$ cat config.mk
export PLATFORM = sky130hd
export DESIGN_NAME = ex_operand_stage
export DESIGN_NICKNAME = d
export VERILOG_FILES = /design/src/rtl/ex_operand_stage.sv
export SDC_FILE = /design/constraint.sdc
export NUM_CORES = 1
export LEC_CHECK = 0
export ABC_CLOCK_PERIOD_IN_PS = 4700
export BUFFER_PORTS_ARGS = -buffer_cell sky130_fd_sc_hd__buf_2
export CORE_MARGIN = 2
export CORE_UTILIZATION = 37
export CTS_CLUSTER_SIZE = 20
export DETAILED_ROUTE_END_ITERATION = 16
export PLACE_DENSITY = 0.63
export SLEW_MARGIN = 20
export SYNTH_ARGS = -nofsm -noshare
export SYNTH_HDL_FRONTEND = slang
export SYNTH_SLANG_ARGS = --single-unit
$ cat constraint.sdc
create_clock -name clk -period 4.7 [get_ports clk]
set_input_delay 0.47 -clock clk [delete_from_list [all_inputs] [get_ports clk]]
set_output_delay 0.47 -clock clk [all_outputs]
set_load 0.02 [all_outputs]
$ cat src/rtl/ex_operand_stage.sv
// ID/EX operand register: captures decoded operands with EX/MEM and MEM/WB forwarding,
// supports stall (with operand refresh from retiring producers) and flush to a bubble.

module ex_fwd_sel #(
  parameter int DATA_W = 32,
  parameter int REG_AW = 5
) (
  input  logic [REG_AW-1:0] idx,
  input  logic [DATA_W-1:0] dflt,
  input  logic              mem_reg_write,
  input  logic [REG_AW-1:0] mem_rd_addr,
  input  logic [DATA_W-1:0] mem_result,
  input  logic              wb_reg_write,
  input  logic [REG_AW-1:0] wb_rd_addr,
  input  logic [DATA_W-1:0] wb_data,
  output logic [DATA_W-1:0] val
);
  always_comb begin
    val = dflt;
    if (idx == '0)                                val = '0;
    else if (mem_reg_write && mem_rd_addr == idx) val = mem_result;
    else if (wb_reg_write && wb_rd_addr == idx)   val = wb_data;
  end
endmodule

module ex_operand_stage #(
  parameter int DATA_W = 32,
  parameter int REG_AW = 5,
  parameter int CTRL_W = 4
) (
  input  logic              clk,
  input  logic              rst,
  input  logic              stall,
  input  logic              flush,
  input  logic              id_valid,
  input  logic [REG_AW-1:0] id_rs1_addr,
  input  logic [REG_AW-1:0] id_rs2_addr,
  input  logic [DATA_W-1:0] id_rs1_data,
  input  logic [DATA_W-1:0] id_rs2_data,
  input  logic [DATA_W-1:0] id_imm,
  input  logic              id_alu_src,
  input  logic [CTRL_W-1:0] id_alu_control,
  input  logic [REG_AW-1:0] id_rd_addr,
  input  logic              id_reg_write,
  input  logic              mem_reg_write,
  input  logic [REG_AW-1:0] mem_rd_addr,
  input  logic [DATA_W-1:0] mem_result,
  input  logic              wb_reg_write,
  input  logic [REG_AW-1:0] wb_rd_addr,
  input  logic [DATA_W-1:0] wb_data,
  output logic              ex_valid,
  output logic [DATA_W-1:0] src1,
  output logic [DATA_W-1:0] src2,
  output logic [CTRL_W-1:0] ALU_control,
  output logic [DATA_W-1:0] ex_rs2_data,
  output logic [REG_AW-1:0] ex_rd_addr,
  output logic              ex_reg_write
);
  localparam int NFWD = 4;
  localparam logic [CTRL_W-1:0] CTRL_ADD = CTRL_W'(2);

  typedef struct packed {
    logic              valid;
    logic [DATA_W-1:0] src1;
    logic [DATA_W-1:0] src2;
    logic [DATA_W-1:0] rs2_data;
    logic [CTRL_W-1:0] ctrl;
    logic [REG_AW-1:0] rd;
    logic [REG_AW-1:0] rs1;
    logic [REG_AW-1:0] rs2;
    logic              reg_write;
    logic              alu_src;
  } ex_reg_t;

  ex_reg_t q, nxt, bubble;

  // Slots 0/1 forward the incoming ID sources; slots 2/3 refresh the held operands during a stall.
  logic [NFWD-1:0][REG_AW-1:0] f_idx;
  logic [NFWD-1:0][DATA_W-1:0] f_dflt;
  logic [NFWD-1:0][DATA_W-1:0] f_val;

  assign f_idx  = {q.rs2, q.rs1, id_rs2_addr, id_rs1_addr};
  assign f_dflt = {q.rs2_data, q.src1, id_rs2_data, id_rs1_data};

  for (genvar g = 0; g < NFWD; g++) begin : g_fwd
    ex_fwd_sel #(.DATA_W(DATA_W), .REG_AW(REG_AW)) u_fwd (
      .idx           (f_idx[g]),
      .dflt          (f_dflt[g]),
      .mem_reg_write (mem_reg_write),
      .mem_rd_addr   (mem_rd_addr),
      .mem_result    (mem_result),
      .wb_reg_write  (wb_reg_write),
      .wb_rd_addr    (wb_rd_addr),
      .wb_data       (wb_data),
      .val           (f_val[g])
    );
  end

  always_comb begin
    bubble      = '0;
    bubble.ctrl = CTRL_ADD;
    nxt         = q;
    if (flush) begin
      nxt = bubble;
    end else if (stall) begin
      // Bubble indices are 0, so a stalled bubble never picks up forwarded data.
      nxt.src1     = f_val[2];
      nxt.rs2_data = f_val[3];
      if (!q.alu_src) nxt.src2 = f_val[3];
    end else if (!id_valid) begin
      nxt = bubble;
    end else begin
      nxt.valid     = 1'b1;
      nxt.src1      = f_val[0];
      nxt.src2      = id_alu_src ? id_imm : f_val[1];
      nxt.rs2_data  = f_val[1];
      nxt.ctrl      = id_alu_control;
      nxt.rd        = id_rd_addr;
      nxt.rs1       = id_rs1_addr;
      nxt.rs2       = id_rs2_addr;
      nxt.reg_write = id_reg_write;
      nxt.alu_src   = id_alu_src;
    end
  end

  always_ff @(posedge clk) begin
    if (rst) q <= bubble;
    else     q <= nxt;
  end

  assign ex_valid     = q.valid;
  assign src1         = q.src1;
  assign src2         = q.src2;
  assign ALU_control  = q.ctrl;
  assign ex_rs2_data  = q.rs2_data;
  assign ex_rd_addr   = q.rd;
  assign ex_reg_write = q.reg_write & q.valid;
endmodule

==> flow_summary.yaml, run 1 <==
setup_path:
  end_kind: "register"
  crit_fanout: 21
  worstPathArrival_ps: 3320
  critPathRequiredTime_ps: 5050
  worst-setup-path-type: "register to register"
  startpoint_type: "register"
placement:
  port_buffers: 304
  place_ws_ps: 1520
  dp_cells: 1457
  place.gp.congestion: 0.860
  placed_area_sq_mm: 0.00919
  hpwl_um: 22400
floorplanning:
  die-area_sq_mm: 0.0237
  ios: 305
  die_x_um: 154
  core_sq_mm: 0.0220
  start_util_pct: 37.9
  rows: 54
  die_h_um: 154
clock_network:
  clock-sinks: 118
  clock_path_buffers: 2
  cts_buffers: 17
  htreeDepth: 4
  cts_resized: 0
  postCtsSetupBuffers: 0
  cts_tree: "done"
  cts-root-buf: "clkbuf_16"
  hold_buffers: 0
  path_clk_slew_ps: 60
  insertion_delay_ps: 430
routing:
  drt-vias-per-instance: 5.98
  route.detailed.drc: 0
  drtIter0Drc: 815
  firstDrtPassIters: 7
  ant_nets: 0
  detail_route.wl_per_cell_um: 22.5
  vias: 8939
  drt_wl_total_um: 33600
logic_synthesis:
  synth_nets: 1259
  synthAdderAreaFrac_pct: 0
  async_flop_share_pct: 0
  synth_ff_type: "dfxtp_1"
  synth-xor-area-share_pct: 4.30
  synth-simple-area-share_pct: 13.2
  muxShareOfSynthArea_pct: 3.85
  seq_area_frac_synth_pct: 28.4
  ys_warn_count: 0
  synth-edff-count: 0
  syn_area_sq_mm: 0.00833
  synthDistinctLibCells: 40
  ys_ff_latch: 118
  synth-compound-area-share_pct: 34.0
  postSynthCellCount: 1061
  synth_top_family_by_area: "compound AO/OA/AOI/OAI gates"
  avgSynthCellArea_sq_um: 7.85
cells_and_area:
  seq_area_sq_mm: 0.00236
  multi_input_area_sq_mm: 0.00470
  nNetsFinal: 1395
  drive_gt1_share_pct: 33.0
  fin_cells: 1494
  syn2layout_area_growth_pct: 19.0
  finalInstanceArea_sq_mm: 0.00991
  n_fill_cell: 2223
global_routing:
  grt_max_degree: 66
  antenna_found_initial: 7
  grt_pass1_wl_um: 51100
  grt_pass1_vias: 8765
  grt_overflow: 0
  grtUsageTotal_pct: 27.7
worst_hold_path:
  hp-class: "input pin to register"
timing:
  worst_pin_slew_ps: 1080
  final_max_slew_viol_count: 0
  final-setup-viol-count: 0
  setup_tns_ps: 0
  period_needed_ps: 2970
  rsz0062_at_grt: "no"
  fin_ws_ps: 1730
  fin_worst_skew_ps: 10.6
  hold_viol_final: 0
  slew_headroom_pct: 28.0
  final.period_utilization_pct: 63.2
  fmax_ghz: 0.337
pwr:
  max-vdd-ir-drop_v: 0.000262
  leakagePower_nw: 3.72
  powerDensity_mw_per_mm2: 313
job:
  drv_cap: 0
outcome:
  status: "completed"
-- layout make-up --
class / count / area share, %
Tap cell: 280 / 3.54
Timing Repair Buffer: 323 / 17.0
Inverter: 31 / 1.17
Clock inverter: 9 / 1.97
Antenna cell: 5 / 0.126
Multi-Input combinational cell: 706 / 47.5
Sequential cell: 118 / 23.8
Clock buffer: 22 / 4.89
-- synthesized netlist by cell type, types with 3 or more instances --
cell        n  area, sq um
buf_4     109          818
nor4_1      4         25.0
dfxtp_1   118         2360
xor2_1     17          149
clkbuf_1   63          236
a22oi_1    19          143
nor3_1     34          170
o22ai_1    31          194
xnor2_1    22          193
a21oi_1    98          490
nor2_1     57          214
o221ai_1   32          280
a21o_1     32          240
nand2_1    73          274
o21ai_0   129          646
nand4_1     5         31.3
a311oi_2   30          450
mux2i_1    32          320
a311o_1    33          330
nand4b_1   32          280
a31oi_1     3         18.8
buf_2      30          150
nand3_1     3         15.0
inv_1      31          116
-- kinds of logic after synthesis --
| family | after synthesis |
|---|---|
| simple gates | 221 |
| flops | 118 |
| mux | 32 |
| compound gates | 413 |
| xor+xnor | 40 |
| buf+inv | 237 |
-- per-stage QoR --
step,hold WS (ps),total power (W),util [%]
3_5_place_dp,482,0.00157,41.8
6_report,277,0.00310,45.1
4_1_cts,263,0.00310,44.9
5_1_grt,272,0.00320,45.1
2_1_floorplan,453,0.00136,-
3_3_place_gp,475,0.00157,41.8
-- report_power, final --
group | switching (W) | total (W) | internal [W]
sequential | 0.0000160 | 0.00104 | 0.00103
combinational | 0.000333 | 0.000521 | 0.000188
clock | 0.000488 | 0.00153 | 0.00105
-- per-layer routing --
layer | up-vias | GRT usage (%) | routed length [um]
met5 | - | 0 | 13
met4 | 2 | 9.92 | 826
met3 | 65 | 7.64 | 3120
met2 | 494 | 46.3 | 16000
met1 | 4290 | 34.2 | 13600
li1 | 4088 | - | -
-- sequential cells by signal, indices dropped and copies added (netlist names) --
signal,count
ALU_control,4
ex_rd_addr,5
ex_rs2_data,32
ex_valid,1
f_idx,10
q,2
src1,32
src2,32
-- path summary, 6_finish.rpt --
kind,start,endpoint,slack (ps),cells past startpoint
worst max register to register,f_idx[11],src1[22],1730,8
worst min register to register,ex_valid,ex_valid,490,2
worst max-delay path,f_idx[11],src1[22],1730,8
worst min-delay path,id_alu_control[1],ALU_control[1],280,3
-- worst max-delay path: stages, from the launching register on --
cell and delay, ps:
dfxtp_1 350, xor2_1 170, nor4_1 360, nand3_2 400, buf_4 370, nand2_1 490
buf_4 390, o221ai_1 170, a21oi_1 180
-- cell usage in the layout (no fill, tap or decap), types with 6 or more instances in the layout --
cell type  instances
a21o_1            32
a21oi_1           96
a22oi_1           19
a311o_1           33
a311oi_2          30
buf_2            304
buf_4             18
bufinv_16          6
clkbuf_16         17
dfxtp_1          118
inv_1             31
mux2i_1           32
nand2_1           73
nand4b_1          32
nor2_1            55
nor3_1            34
o21ai_0          129
o221ai_1          32
o22ai_1           31
xnor2_1           22
xor2_1            16
No activity file was read; power rests on OpenSTA's default activity.
==> run 2: changes to the inputs <==
--- a/config.mk
+++ b/config.mk
@@ -5,7 +5,7 @@
 export SDC_FILE = /design/constraint.sdc
 export NUM_CORES = 1
 export LEC_CHECK = 0
-export ABC_CLOCK_PERIOD_IN_PS = 4700
+export ABC_CLOCK_PERIOD_IN_PS = 2880
 export BUFFER_PORTS_ARGS = -buffer_cell sky130_fd_sc_hd__buf_2
 export CORE_MARGIN = 2
 export CORE_UTILIZATION = 37
==> constraint.sdc (replaced) <==
create_clock -name clk -period 2.88 [get_ports clk]
set_input_delay 0.288 -clock clk [delete_from_list [all_inputs] [get_ports clk]]
set_output_delay 0.288 -clock clk [all_outputs]
set_load 0.02 [all_outputs]
==> run 2 against run 1 <==
Via count up 1.0%; critical path type unchanged; highest routed layer unchanged; sequential share of layout area fell by 0.23 points; register-to-register slack got worse by 1000 ps; die area stayed put; non-clock buffer count rose by 18; fmax increased by 36%; clock-buffer cell count down 2; worst hold slack got worse by 180 ps; critical endpoint is now src2[30]; setup slack worse by 1000 ps; core utilization grew 0.44 points.
==> flow_summary.yaml, run 2 (same netlist as run 1, synthesis figures left out) <==
timing:
  period_needed_ps: 2180
  setup_tns_ps: 0
  rsz0062_at_grt: "no"
  final_max_slew_viol_count: 0
  worst_pin_slew_ps: 1110
  final-setup-viol-count: 0
  slew_headroom_pct: 26.0
  fin_worst_skew_ps: 8.11
  hold_viol_final: 0
  fin_ws_ps: 701
  final.period_utilization_pct: 75.7
  fmax_ghz: 0.459
setup_path:
  crit_end: "src2[30]"
  startpoint_type: "register"
  startpoint: "f_idx[19]"
  end_kind: "register"
  cp_num_buf_inv: 1
  r2r_slack_ps: 700
  crit_path_top_delay_cell: "or4_1"
  critPathRequiredTime_ps: 3150
  worstPathArrival_ps: 2450
  crit_fanout: 18
  cp_top_family: "compound AO/OA/AOI/OAI gates"
  reg2regPathDepth: 5
  r2r_end: "src2[30]"
  critical-path-max-stage-delay_ps: 620
  worst-setup-path-type: "register to register"
  r2r-start: "f_idx[19]"
  cp.depth: 5
  cp_cell_sequence: "or4_1, o21ai_4, buf_12, a311o_1, a31oi_1"
placement:
  dp_cells: 1476
  place_ws_ps: 589
  place.gp.congestion: 0.925
  hpwl_um: 23200
  port_buffers: 304
  placed_area_sq_mm: 0.00938
global_routing:
  grt_max_degree: 66
  grt_overflow: 0
  antenna_found_initial: 10
  grt_pass1_wl_um: 50600
  grtUsageTotal_pct: 27.3
  grt_pass1_vias: 8794
pwr:
  power_w: 0.00480
  pwr-share-clk_pct: 46.6
  pwr-share-seq_pct: 35.4
  leakagePower_nw: 3.78
  p_int_w: 0.00340
  p_comb_share_pct: 18.0
  p_sw_share_pct: 29.2
  max-vdd-ir-drop_v: 0.000332
  p_sw_w: 0.00140
  powerDensity_mw_per_mm2: 480
routing:
  ant_nets: 0
  drt_wl_total_um: 33600
  drtIter0Drc: 711
  route.detailed.drc: 0
  detail_route.wl_per_cell_um: 22.2
  vias: 9032
  drt-vias-per-instance: 5.96
  firstDrtPassIters: 7
job:
  drv_cap: 0
cells_and_area:
  n_fill_cell: 2234
  syn2layout_area_growth_pct: 20.2
  multi_input_area_sq_mm: 0.00470
  final_common_cell: "buf_2"
  fin_cells: 1516
  nNetsFinal: 1413
  drive_gt1_share_pct: 34.0
  finalInstanceArea_sq_mm: 0.0100
  final_cell_mix: "304 x buf_2, 129 x o21ai_0, 118 x dfxtp_1"
  seq_area_sq_mm: 0.00236
worst_hold_path:
  hp-class: "input pin to register"
floorplanning:
  die_h_um: 154
  rows: 54
  die_x_um: 154
  core_sq_mm: 0.0220
  die-area_sq_mm: 0.0237
  start_util_pct: 37.9
  ios: 305
outcome:
  status: "completed"
clock_network:
  cts_buffers: 17
  postCtsSetupBuffers: 0
  path_clk_slew_ps: 60
  cts-root-buf: "clkbuf_16"
  clock-sinks: 118
  insertion_delay_ps: 420
  hold_buffers: 0
  clock_path_buffers: 2
  cts_resized: 0
  cts_tree: "done"
  htreeDepth: 4
-- run 2: changes by cell type in the layout (fill, tap and decap cells not counted), sizes merged --
cell,previous run,this run
clkbuf,22,20
clkinv,3,5
clkinvlp,0,4
buf,323,341
diode,5,8
bufinv,6,3
-- run 2: how the worst min path moves through the flow --
stage,start,endpoint,slack (ps),cells after the start
floorplan,id_alu_control[1],ALU_control[1],420,2
global placement,ALU_control[1],ALU_control[1],470,2
detailed placement,ALU_control[1],ALU_control[1],480,2
CTS,id_alu_control[1],ALU_control[1],80,3
global route,id_rd_addr[3],ex_rd_addr[3],100,3
finish,id_alu_control[1],ALU_control[1],100,3
-- run 2: worst min-delay path, cell delays in order --
cell and delay, ps:
buf_2 70, o22ai_1 60, nand2_1 60
-- run 2: cell type report --
type	count	area share, %
antenna	8	0.200
clock buffer	20	4.56
clock inverter	12	1.53
inverter	31	1.16
multi-input combinational	706	46.9
sequential	118	23.6
tap	280	3.50
timing repair buffer	341	18.5
-- run 2: power groups by stage --
stage	Clock (W)	Combinational, W	Sequential (W)
CTS	0.00226	0.000849	0.00170
finish	0.00224	0.000863	0.00170
global route	0.00234	0.000921	0.00171
detailed placement	0	0.000847	0.00174
global placement	0	0.000842	0.00174
floorplan	0	0.000497	0.00173
-- run 2: per-layer routing --
layer	track usage (%)	wire [um]	vias up
li1	-	-	4123
met1	33.9	13300	4248
met2	43.7	15200	578
met3	8.31	3690	79
met4	12.2	1320	4
met5	0	27	-
-- run 2: stage by stage --
stage	hold slack, ps	util, %
6_report	97.2	45.6
5_1_grt	102	45.5
4_1_cts	83.4	45.5
3_5_place_dp	484	42.7
3_3_place_gp	471	42.7
2_1_floorplan	424	-
